**config.mk**
```make
export PLATFORM = sky130hd
export DESIGN_NAME = fetch_stage
export DESIGN_NICKNAME = d
export VERILOG_FILES = /design/src/rtl/cpu_types_pkg.sv /design/src/rtl/fetch_fifo.sv /design/src/rtl/fetch_stage.sv
export SDC_FILE = /design/constraint.sdc
export NUM_CORES = 1
export LEC_CHECK = 0
export ABC_AREA = 1
export BUFFER_PORTS_ARGS = -buffer_cell sky130_fd_sc_hd__buf_2
export CAP_MARGIN = 20
export CORE_MARGIN = 1
export CORE_UTILIZATION = 45
export CTS_BUF_LIST = sky130_fd_sc_hd__clkbuf_2 sky130_fd_sc_hd__clkbuf_4 sky130_fd_sc_hd__clkbuf_8
export DETAILED_ROUTE_END_ITERATION = 8
export HOLD_SLACK_MARGIN = 0.12
export PLACE_DENSITY = 0.71
export SYNTH_ARGS = -nofsm -noshare
export SYNTH_HDL_FRONTEND = slang
export SYNTH_SLANG_ARGS = --single-unit
```
**constraint.sdc**
```tcl
create_clock -name CLK -period 4.7 [get_ports CLK]
set_input_delay 0.235 -clock CLK [delete_from_list [all_inputs] [get_ports CLK]]
set_output_delay 0.235 -clock CLK [all_outputs]
set_load 0.1 [all_outputs]
```
**src/rtl/cpu_types_pkg.sv**
```systemverilog
// cpu_types_pkg: shared CPU word types for the front end.
//   WORD_BITS      width of an instruction word and of a byte address
//   word_t         one instruction word or address
//   fetch_entry_t  one fetch queue slot, holding the fetch PC and the word read at it
//   PC_STEP        PC increment between sequential instruction words
//   align_word()   clears the two byte-offset bits of an address
package cpu_types_pkg;

  localparam int WORD_BITS = 32;

  typedef logic [WORD_BITS-1:0] word_t;

  typedef struct packed {
    word_t pc;
    word_t instr;
  } fetch_entry_t;

  localparam int unsigned PC_STEP = 4;

  function automatic word_t align_word(input word_t a);
    return {a[WORD_BITS-1:2], 2'b00};
  endfunction

endpackage

```
**src/rtl/fetch_fifo.sv**
```systemverilog
// fetch_fifo: circular buffer of fetched entries. It supports push, pop,
// flush and an occupancy count.
//   CLK, nRST  clock and asynchronous active-low reset
//   i_push     write i_data at the tail. It is ignored when the buffer is full.
//   i_pop      drop the head entry. It is ignored when the buffer is empty.
//   i_flush    empty the buffer. It takes priority over push and pop.
//   i_data     entry to write
//   o_head     head entry. It reads as zero when the buffer is empty.
//   o_valid    the head entry is present
//   o_count    occupancy, from 0 to DEPTH
// DEPTH must be a power of two and at least 2.
module fetch_fifo #(
  parameter int  DEPTH = 4,
  parameter type T     = logic [63:0]
) (
  input  logic                   CLK,
  input  logic                   nRST,
  input  logic                   i_push,
  input  logic                   i_pop,
  input  logic                   i_flush,
  input  T                       i_data,
  output T                       o_head,
  output logic                   o_valid,
  output logic [$clog2(DEPTH):0] o_count
);

  localparam int PTR_W = $clog2(DEPTH);
  localparam int CNT_W = PTR_W + 1;
  localparam logic [CNT_W-1:0] FULL_CNT = CNT_W'(DEPTH);

  T                 r_mem [DEPTH];
  logic [PTR_W-1:0] r_wr_ptr;
  logic [PTR_W-1:0] r_rd_ptr;
  logic [CNT_W-1:0] r_count;
  logic             w_do_push;
  logic             w_do_pop;

  assign w_do_push = i_push && (r_count != FULL_CNT);
  assign w_do_pop  = i_pop && (r_count != '0);

  // The pointers are exactly log2(DEPTH) bits wide, so they wrap on their own.
  // Full and empty are distinguished by r_count alone.
  always_ff @(posedge CLK or negedge nRST) begin
    if (!nRST) begin
      r_wr_ptr <= '0;
      r_rd_ptr <= '0;
      r_count  <= '0;
    end else if (i_flush) begin
      r_wr_ptr <= '0;
      r_rd_ptr <= '0;
      r_count  <= '0;
    end else begin
      if (w_do_push) r_wr_ptr <= r_wr_ptr + PTR_W'(1);
      if (w_do_pop)  r_rd_ptr <= r_rd_ptr + PTR_W'(1);
      case ({w_do_push, w_do_pop})
        2'b10:   r_count <= r_count + CNT_W'(1);
        2'b01:   r_count <= r_count - CNT_W'(1);
        default: r_count <= r_count;
      endcase
    end
  end

  // Storage has no reset. A slot is only visible while r_count says it is
  // occupied, so its reset value does not matter.
  always_ff @(posedge CLK) begin
    if (w_do_push && !i_flush) r_mem[r_wr_ptr] <= i_data;
  end

  assign o_valid = (r_count != '0);
  assign o_head  = o_valid ? r_mem[r_rd_ptr] : '0;
  assign o_count = r_count;

endmodule

```
**src/rtl/fetch_stage.sv**
```systemverilog
// fetch_stage: pipeline front end that sits directly upstream of the instruction cache.
// It owns the PC and issues one-word reads to the cache. Each returned word is queued
// together with its PC, and the scheduler pops the queue with a valid/ready handshake.
//   CLK, nRST                   clock and asynchronous active-low reset
//   imemREN, imemaddr           cache read request. The address is held until ihit.
//   ihit, imemload              cache hit and the returned word
//   redirect_valid, redirect_pc new PC; this also flushes the queue and clears halt
//   halt                        sticky stop of fetching
//   inst_valid, inst_ready      queue head handshake
//   inst, inst_pc               head word and its PC. Both read 0 when the queue is empty.
//   fq_count                    queue occupancy
// WORD_W must equal WORD_BITS, because queue entries use the shared fetch_entry_t.
module fetch_stage
  import cpu_types_pkg::*;
#(
  parameter int                WORD_W   = WORD_BITS,
  parameter logic [WORD_W-1:0] RESET_PC = '0,
  parameter int                FQ_DEPTH = 4
) (
  input  logic                      CLK,
  input  logic                      nRST,
  output logic                      imemREN,
  output logic [WORD_W-1:0]         imemaddr,
  input  logic                      ihit,
  input  logic [WORD_W-1:0]         imemload,
  input  logic                      redirect_valid,
  input  logic [WORD_W-1:0]         redirect_pc,
  input  logic                      halt,
  output logic                      inst_valid,
  input  logic                      inst_ready,
  output logic [WORD_W-1:0]         inst,
  output logic [WORD_W-1:0]         inst_pc,
  output logic [$clog2(FQ_DEPTH):0] fq_count
);

  localparam int CNT_W = $clog2(FQ_DEPTH) + 1;
  localparam logic [CNT_W-1:0] FULL_CNT = CNT_W'(FQ_DEPTH);

  logic [WORD_W-1:0] r_pc;
  logic              r_halted;
  logic              w_push;
  logic              w_pop;
  fetch_entry_t      w_entry_in;
  fetch_entry_t      w_head;
  logic [CNT_W-1:0]  w_count;

  // The request depends only on registered state and redirect, so there is no path
  // from inst_ready. Gating with nRST keeps the cache quiet while reset is held.
  assign imemREN  = nRST && !r_halted && !redirect_valid && (w_count < FULL_CNT);
  assign imemaddr = {r_pc[WORD_W-1:2], 2'b00};

  // A hit counts only while a request is out. imemREN is already low during a
  // redirect, so a hit in a redirect cycle is dropped.
  assign w_push = imemREN && ihit;
  assign w_pop  = inst_valid && inst_ready && !redirect_valid;

  assign w_entry_in = '{pc: imemaddr, instr: imemload};

  always_ff @(posedge CLK or negedge nRST) begin
    if (!nRST) begin
      r_pc     <= RESET_PC;
      r_halted <= 1'b0;
    end else if (redirect_valid) begin
      r_pc     <= {redirect_pc[WORD_W-1:2], 2'b00};
      r_halted <= 1'b0;
    end else begin
      // The PC advances only on a hit, so a miss holds imemaddr until the fill arrives.
      if (w_push) r_pc <= r_pc + WORD_W'(PC_STEP);
      if (halt)   r_halted <= 1'b1;
    end
  end

  fetch_fifo #(
    .DEPTH (FQ_DEPTH),
    .T     (fetch_entry_t)
  ) u_fifo (
    .CLK     (CLK),
    .nRST    (nRST),
    .i_push  (w_push),
    .i_pop   (w_pop),
    .i_flush (redirect_valid),
    .i_data  (w_entry_in),
    .o_head  (w_head),
    .o_valid (inst_valid),
    .o_count (w_count)
  );

  assign inst     = w_head.instr;
  assign inst_pc  = w_head.pc;
  assign fq_count = w_count;

endmodule

```
== After elaboration in Yosys (flattened, before gate mapping) ==
Memory sizes are Yosys's and may differ from the RTL's.
Cells that the tools add are included.
Storage, ports and cells
  flip-flop bits (word level): 40
  bits in writable memories: 248
  input bits: 70
  logic and storage cells: 45
  memories kept: 1
Memory list
  u_fifo.r_mem: words 4, width 62, rd ports 1, clocked after Yosys merged registers in 0, wr ports 1, line fetch_fifo.sv:31  | T r_mem [DEPTH];
Cells by class
  $add $sub $neg: 5
  $lt $le $gt $ge: 1
  eq/ne operators: 3
  multiplexer cells: 13
  reduce and logical (&&, ||, !) cells: 17
Operator list (number)
  two-way mux 32 bit: 2
  two-way mux 64 bit: 1
  adder 32 x 3 -> 32 bit, second input constant: 1
  logical AND 1 bit: 9
  two-way mux 2 bit: 4
  nonzero test 2 bit: 4
  case mux 3 bit (2 select lines): 1
  nonzero test 3 bit: 2
  adder 2 x 1 -> 2 bit, second input constant: 2
  two-way mux 1 bit: 4
  adder 3 x 1 -> 3 bit, second input constant: 1
  less-than comparator 3 bit, second input constant: 1
  two-way mux 3 bit: 1
  inequality test 3 bit, second input constant: 1
  subtractor 3 x 1 -> 3 bit, second input constant: 1
  equality test 2 x 1 -> 1 bit, second input constant: 1
  equality test 2 bit, second input constant: 1
  logical NOT 1 bit: 2

== Depth between registers and ports, before layout ==
  depth after elaboration: 9
  depth in mapped cells: 12

== By module ==
From an unflattened synthesis, not the netlist that was laid out.
Unflattened totals
  cell total of the unflattened synthesis: 1185
  area total of the unflattened synthesis: 12687.2 sq um
Modules (own cells, without submodules)
  fetch_fifo: times used 1, cells each 821, area each 10371.2 sq um, seq. area each 7862.5 sq um
  fetch_stage: times used 1, cells each 364, area each 2316.0 sq um, seq. area each 775.7 sq um

== Worst setup path before layout ==
No wires, ideal clock.
  kind: register to register
  start point: reg u_fifo.r_count[2] (netlist: u_fifo.o_count[2])
  end point: mem u_fifo.r_mem[0][0] (netlist bit), enable pin
  library setup time: 0.482 ns
  arrival: 3.926 ns
  path slack: 0.292 ns
  cell stages (with the launch flop): 5
  clock period less this slack: 4.408 ns
  path through: dfrtp_1 -> nor2_1 -> nand3_2 -> buf_2 -> nor2_1
Between the ends
  word-level cells in the longest chain between the ends: 7
RTL lines
  start, declared: line fetch_fifo.sv:34  | logic [CNT_W-1:0] r_count;
  start signal, assigned: line fetch_fifo.sv:56  | 2'b10: r_count <= r_count + CNT_W'(1);
  start signal, assigned: line fetch_fifo.sv:57  | 2'b01: r_count <= r_count - CNT_W'(1);
  start signal, assigned: line fetch_fifo.sv:58  | default: r_count <= r_count;
  less-than comparator 3 bit: line fetch_stage.sv:49  | assign imemREN = nRST && !r_halted && !redirect_valid && (w_count < FULL_CNT);
  logical AND 1 bit: line fetch_stage.sv:49
  logical AND 1 bit: line fetch_stage.sv:54  | assign w_push = imemREN && ihit;
  logical AND 1 bit (*): line fetch_fifo.sv:38  | assign w_do_push = i_push && (r_count != FULL_CNT);
  logical AND 1 bit (*): line fetch_fifo.sv:66  | if (w_do_push && !i_flush) r_mem[r_wr_ptr] <= i_data;
  two-way mux 1 bit (*): line fetch_fifo.sv:66
  two-way mux 1 bit (implied by the code) (*): line fetch_fifo.sv:66
  end, declared: line fetch_fifo.sv:31
Every way passes the cells marked *; elsewhere a longest branch is shown, timed or not.

== Worst setup path after layout ==
  start point: reg u_fifo.r_rd_ptr[1]
  end point: out inst[28]
Between the ends
  word-level cells in the longest chain between the ends: 2
RTL lines
  start, declared: line fetch_fifo.sv:33  | logic [PTR_W-1:0] r_rd_ptr;
  start signal, assigned: line fetch_fifo.sv:54  | if (w_do_pop) r_rd_ptr <= r_rd_ptr + PTR_W'(1);
  memory (4 x 62 bit)
  two-way mux 64 bit: line fetch_fifo.sv:70  | assign o_head = o_valid ? r_mem[r_rd_ptr] : '0;
  end, declared: line fetch_stage.sv:31  | output logic [WORD_W-1:0] inst,
No other way between the ends.

==> out/metrics.json <==
{
  "floorplan.initialDensity": {"value": 46.0, "unit": "%"},
  "die-area": {"value": 28200, "unit": "um^2"},
  "synth_xor_area_share": {"value": 0.707, "unit": "%"},
  "synth-adder-area-share": {"value": 0.667, "unit": "%"},
  "cts_num_sinks": {"value": 286},
  "worst-path-max-fanout": {"value": 63},
  "max-clock-path-buffers": {"value": 3},
  "grt_setup_unrepaired": {"value": "no"},
  "synth.most_common_cell": {"value": "sky130_fd_sc_hd__nor2_1"},
  "grtUsageTotal": {"value": 21.3, "unit": "%"},
  "portBuffers": {"value": 164},
  "post-synth-top-area-cell": {"value": "sky130_fd_sc_hd__edfxtp_1"},
  "cts_hold_buffers": {"value": 65},
  "max-cap-violations": {"value": 0},
  "vias_per_cell": {"value": 5.12},
  "yosysTopAreaCellShare": {"value": 60.1, "unit": "%"},
  "post-route-cell-area": {"value": 15100, "unit": "um^2"},
  "synth.top_cells.by_area": {"value": "sky130_fd_sc_hd__edfxtp_1 (60%), sky130_fd_sc_hd__nor2_1 (9.2%), sky130_fd_sc_hd__dfrtp_1 (7.7%), sky130_fd_sc_hd__o21ai_0 (5.9%), sky130_fd_sc_hd__nand2_1 (5.4%)"},
  "timing.hold.worst.class": {"value": "in2reg"},
  "tns": {"value": 0, "unit": "ns"},
  "detail_route.drc_violations": {"value": 0},
  "synthDistinctLibCells": {"value": 33},
  "max_slew.worst_pin.slew": {"value": 0.983, "unit": "ns"},
  "yosysSeqAreaShare": {"value": 67.8, "unit": "%"},
  "cp_data_required_time": {"value": 4.47, "unit": "ns"},
  "yosys_register_bits": {"value": 286},
  "finalSetupViolCount": {"value": 0},
  "grt_start_max_net_pins": {"value": 91},
  "dr.pass1.iters": {"value": 7},
  "cp_slowest_stage_delay": {"value": 0.65, "unit": "ns"},
  "cp_top_family": {"value": "buffers and inverters"},
  "async_reset_ff_share": {"value": 13.3, "unit": "%"},
  "top_level_ports": {"value": 171},
  "dieHeight": {"value": 168, "unit": "um"},
  "gp_congestion": {"value": 0.847},
  "final_hold_viol_count": {"value": 0},
  "std_cell_rows": {"value": 60},
  "first_global_vias": {"value": 8945},
  "post-place-ws": {"value": 1.51, "unit": "ns"},
  "outcome": {"value": "complete, no violations"},
  "cp_common_cell": {"value": "sky130_fd_sc_hd__buf_4"},
  "insertedDiodeCount": {"value": 0},
  "numCtsBuffers": {"value": 47},
  "dp_hpwl": {"value": 16.9, "unit": "mm"},
  "antenna_found_initial": {"value": 0},
  "achievable-frequency": {"value": 268, "unit": "MHz"},
  "routed_wire_length_per_instance": {"value": 16.7, "unit": "um"},
  "cp_cell_sequence": {"value": "buf_4 -> inv_2 -> buf_4 -> nor2_1 -> o21ai_0 -> a21oi_1 -> buf_2"},
  "synth-main-ff-cell": {"value": "sky130_fd_sc_hd__edfxtp_1"},
  "final_nets": {"value": 1491},
  "synth_enable_flop_cells": {"value": 248},
  "synth_compound_area_share": {"value": 9.44, "unit": "%"},
  "combinational_family_with_the_most_area_after_synthesis": {"value": "simple AND/OR/NAND/NOR gates"},
  "final_layout_size_suffix_gt1_share": {"value": 19.8, "unit": "%"},
  "die_width": {"value": 168, "unit": "um"},
  "synthesized_netlist_cell_count": {"value": 1182},
  "layout-area-overhead-vs-synth": {"value": 21.9, "unit": "%"},
  "maxSlewHeadroom": {"value": 34.5, "unit": "%"},
  "detail_route.iter0.violations": {"value": 711},
  "crit_path_end_kind": {"value": "primary output"},
  "placeableCoreArea": {"value": 27000, "unit": "um^2"},
  "syn_area": {"value": 12400, "unit": "um^2"},
  "final_min_period_over_clock_period": {"value": 79.5, "unit": "%"},
  "detail-route-antenna-nets": {"value": 0},
  "p_leak": {"value": 5.94, "unit": "nW"},
  "worstSetupStartpointType": {"value": "flip-flop"},
  "totalWireLength": {"value": 29.8, "unit": "mm"},
  "worst_ep_arrival_time": {"value": 3.50, "unit": "ns"},
  "yosys_warnings": {"value": 0},
  "peakVddDrop": {"value": 0.000255, "unit": "V"},
  "power_density": {"value": 395, "unit": "nW/um^2"},
  "slowest_stage": {"value": "sky130_fd_sc_hd__buf_4"},
  "path_class": {"value": "reg2out"},
  "global_route.overflow_total": {"value": 0},
  "netlist_top_cells_count": {"value": "sky130_fd_sc_hd__nor2_1 (303), sky130_fd_sc_hd__edfxtp_1 (248), sky130_fd_sc_hd__nand2_1 (179), sky130_fd_sc_hd__o21ai_0 (146), sky130_fd_sc_hd__a21oi_1 (66)"},
  "syn-mean-instance-area": {"value": 10.5, "unit": "um^2"},
  "timing_max_transition_violations_final": {"value": 0},
  "cts_tree": {"value": "built"},
  "source_to_sink_clock_delay_at_the_later_pin_of_the_worst_skew_pair": {"value": 0.54, "unit": "ns"},
  "first_pass_grt_wire_length": {"value": 47.1, "unit": "mm"},
  "period_needed": {"value": 3.74, "unit": "ns"},
  "cts-root-buf": {"value": "sky130_fd_sc_hd__clkbuf_8"},
  "clkTransAtPathRegs": {"value": 0.07, "unit": "ns"},
  "synth-simple-area-share": {"value": 17.2, "unit": "%"},
  "postCtsSetupRepairBufs": {"value": 0},
  "buffers_inverters_on_critical_path": {"value": 4},
  "count_of_cells_resized_by_post_cts_repair": {"value": 0},
  "detailroute.via_count": {"value": 9162},
  "setup_ws": {"value": 0.965, "unit": "ns"},
  "clock_skew": {"value": 0.0203, "unit": "ns"},
  "synth_mux_area_share": {"value": 0, "unit": "%"},
  "cts.htree.levels": {"value": 2},
  "dpl-instance-area": {"value": 13500, "unit": "um^2"}
}
## worst register-to-register path: cells and delay by family, from the launching register on
kind,cells,cell delay (ns)
xor gates and xnor gates,1,0.17
adders and majority gates,1,0.40
buffers and inverters,1,0.06
DFF,1,0.45
and+or+nand+nor,8,1.45
## metrics by stage
| stage | hold WS [ns] | power [mW] | utilization [%] | std cells |
|---|---|---|---|---|
| after floorplan | -0.0606 | 3.60 | - | 1185 |
| after global placement | 0.406 | 3.79 | 50.1 | 1642 |
| after detailed placement | 0.407 | 3.80 | 50.1 | 1642 |
| after CTS | 0.237 | 6.01 | 56.0 | 1790 |
| after global routing | 0.314 | 6.19 | 56.0 | 1790 |
| final | 0.265 | 5.97 | 56.0 | 1790 |
## per-layer routing
metal | GRT usage (%) | vias up | share of wire [%]
met4 | 7.42 | 0 | 2.6
met5 | 0 | - | 0
li1 | - | 4461 | -
met3 | 3.60 | 57 | 5.8
met1 | 28.3 | 4328 | 44
met2 | 35.5 | 316 | 48
## cells in the final DEF (no fill, tap or decap), types with 6 or more instances in the layout
master,netlist,routed
sky130_fd_sc_hd__o21ai_0,146,146
sky130_fd_sc_hd__nor2_4,6,10
sky130_fd_sc_hd__clkbuf_4,0,15
sky130_fd_sc_hd__buf_4,8,9
sky130_fd_sc_hd__xor2_1,9,9
sky130_fd_sc_hd__clkbuf_8,0,48
sky130_fd_sc_hd__edfxtp_1,248,248
sky130_fd_sc_hd__dlygate4sd3_1,0,65
sky130_fd_sc_hd__buf_2,19,164
sky130_fd_sc_hd__clkinv_2,1,11
sky130_fd_sc_hd__nand2_1,179,179
sky130_fd_sc_hd__inv_1,58,58
sky130_fd_sc_hd__nand3_1,21,21
sky130_fd_sc_hd__dfrtp_1,38,36
sky130_fd_sc_hd__a21oi_1,66,66
sky130_fd_sc_hd__nor2_1,303,299
sky130_fd_sc_hd__o211ai_1,6,6
## registers in the layout, indices dropped and copies added (netlist names)
name	flops
r_halted	1
r_pc	30
u_fifo.o_count	3
u_fifo.r_mem	248
u_fifo.r_rd_ptr	2
u_fifo.r_wr_ptr	2
## report_power, final
| part | switching [mW] | internal, mW | total (mW) |
|---|---|---|---|
| Sequential | 0.102 | 2.84 | 2.94 |
| Combinational | 0.686 | 0.173 | 0.859 |
| Clock | 0.936 | 1.24 | 2.17 |
## kinds of logic (layout without fill, tap and decap cells)
kind of cell	count (synthesis)	in the layout
compound gates	228	228
xor+xnor	10	10
other cells	1	4
simple gates	529	529
flops	286	286
fa+ha+maj	6	6
buf+inv	122	386
## final cells by class
cell class | count | area [um^2]
fill | 2236 | 11800
sequential | 286 | 8400
multi-input combinational | 777 | 3510
timing repair buffer | 240 | 1580
clock buffer | 63 | 773
tap | 341 | 427
inverter | 63 | 238
clock inverter | 20 | 174
## final timing paths
path                               startpoint            endpoint  slack (ns)  cells after the start
setup / recovery           u_fifo.r_rd_ptr[1]            inst[28]        0.96                      7
min in group asynchronous                nRST            r_pc[27]        0.36                      3
setup reg to reg            u_fifo.o_count[2]   u_fifo.o_count[2]        2.07                     11
max in group asynchronous                nRST  u_fifo.r_rd_ptr[0]        3.93                      3
hold / removal                 redirect_valid            r_halted        0.27                      2
hold reg to reg                      r_halted            r_halted        0.58                      2
Note: power is estimated with default switching activity, not from simulation.
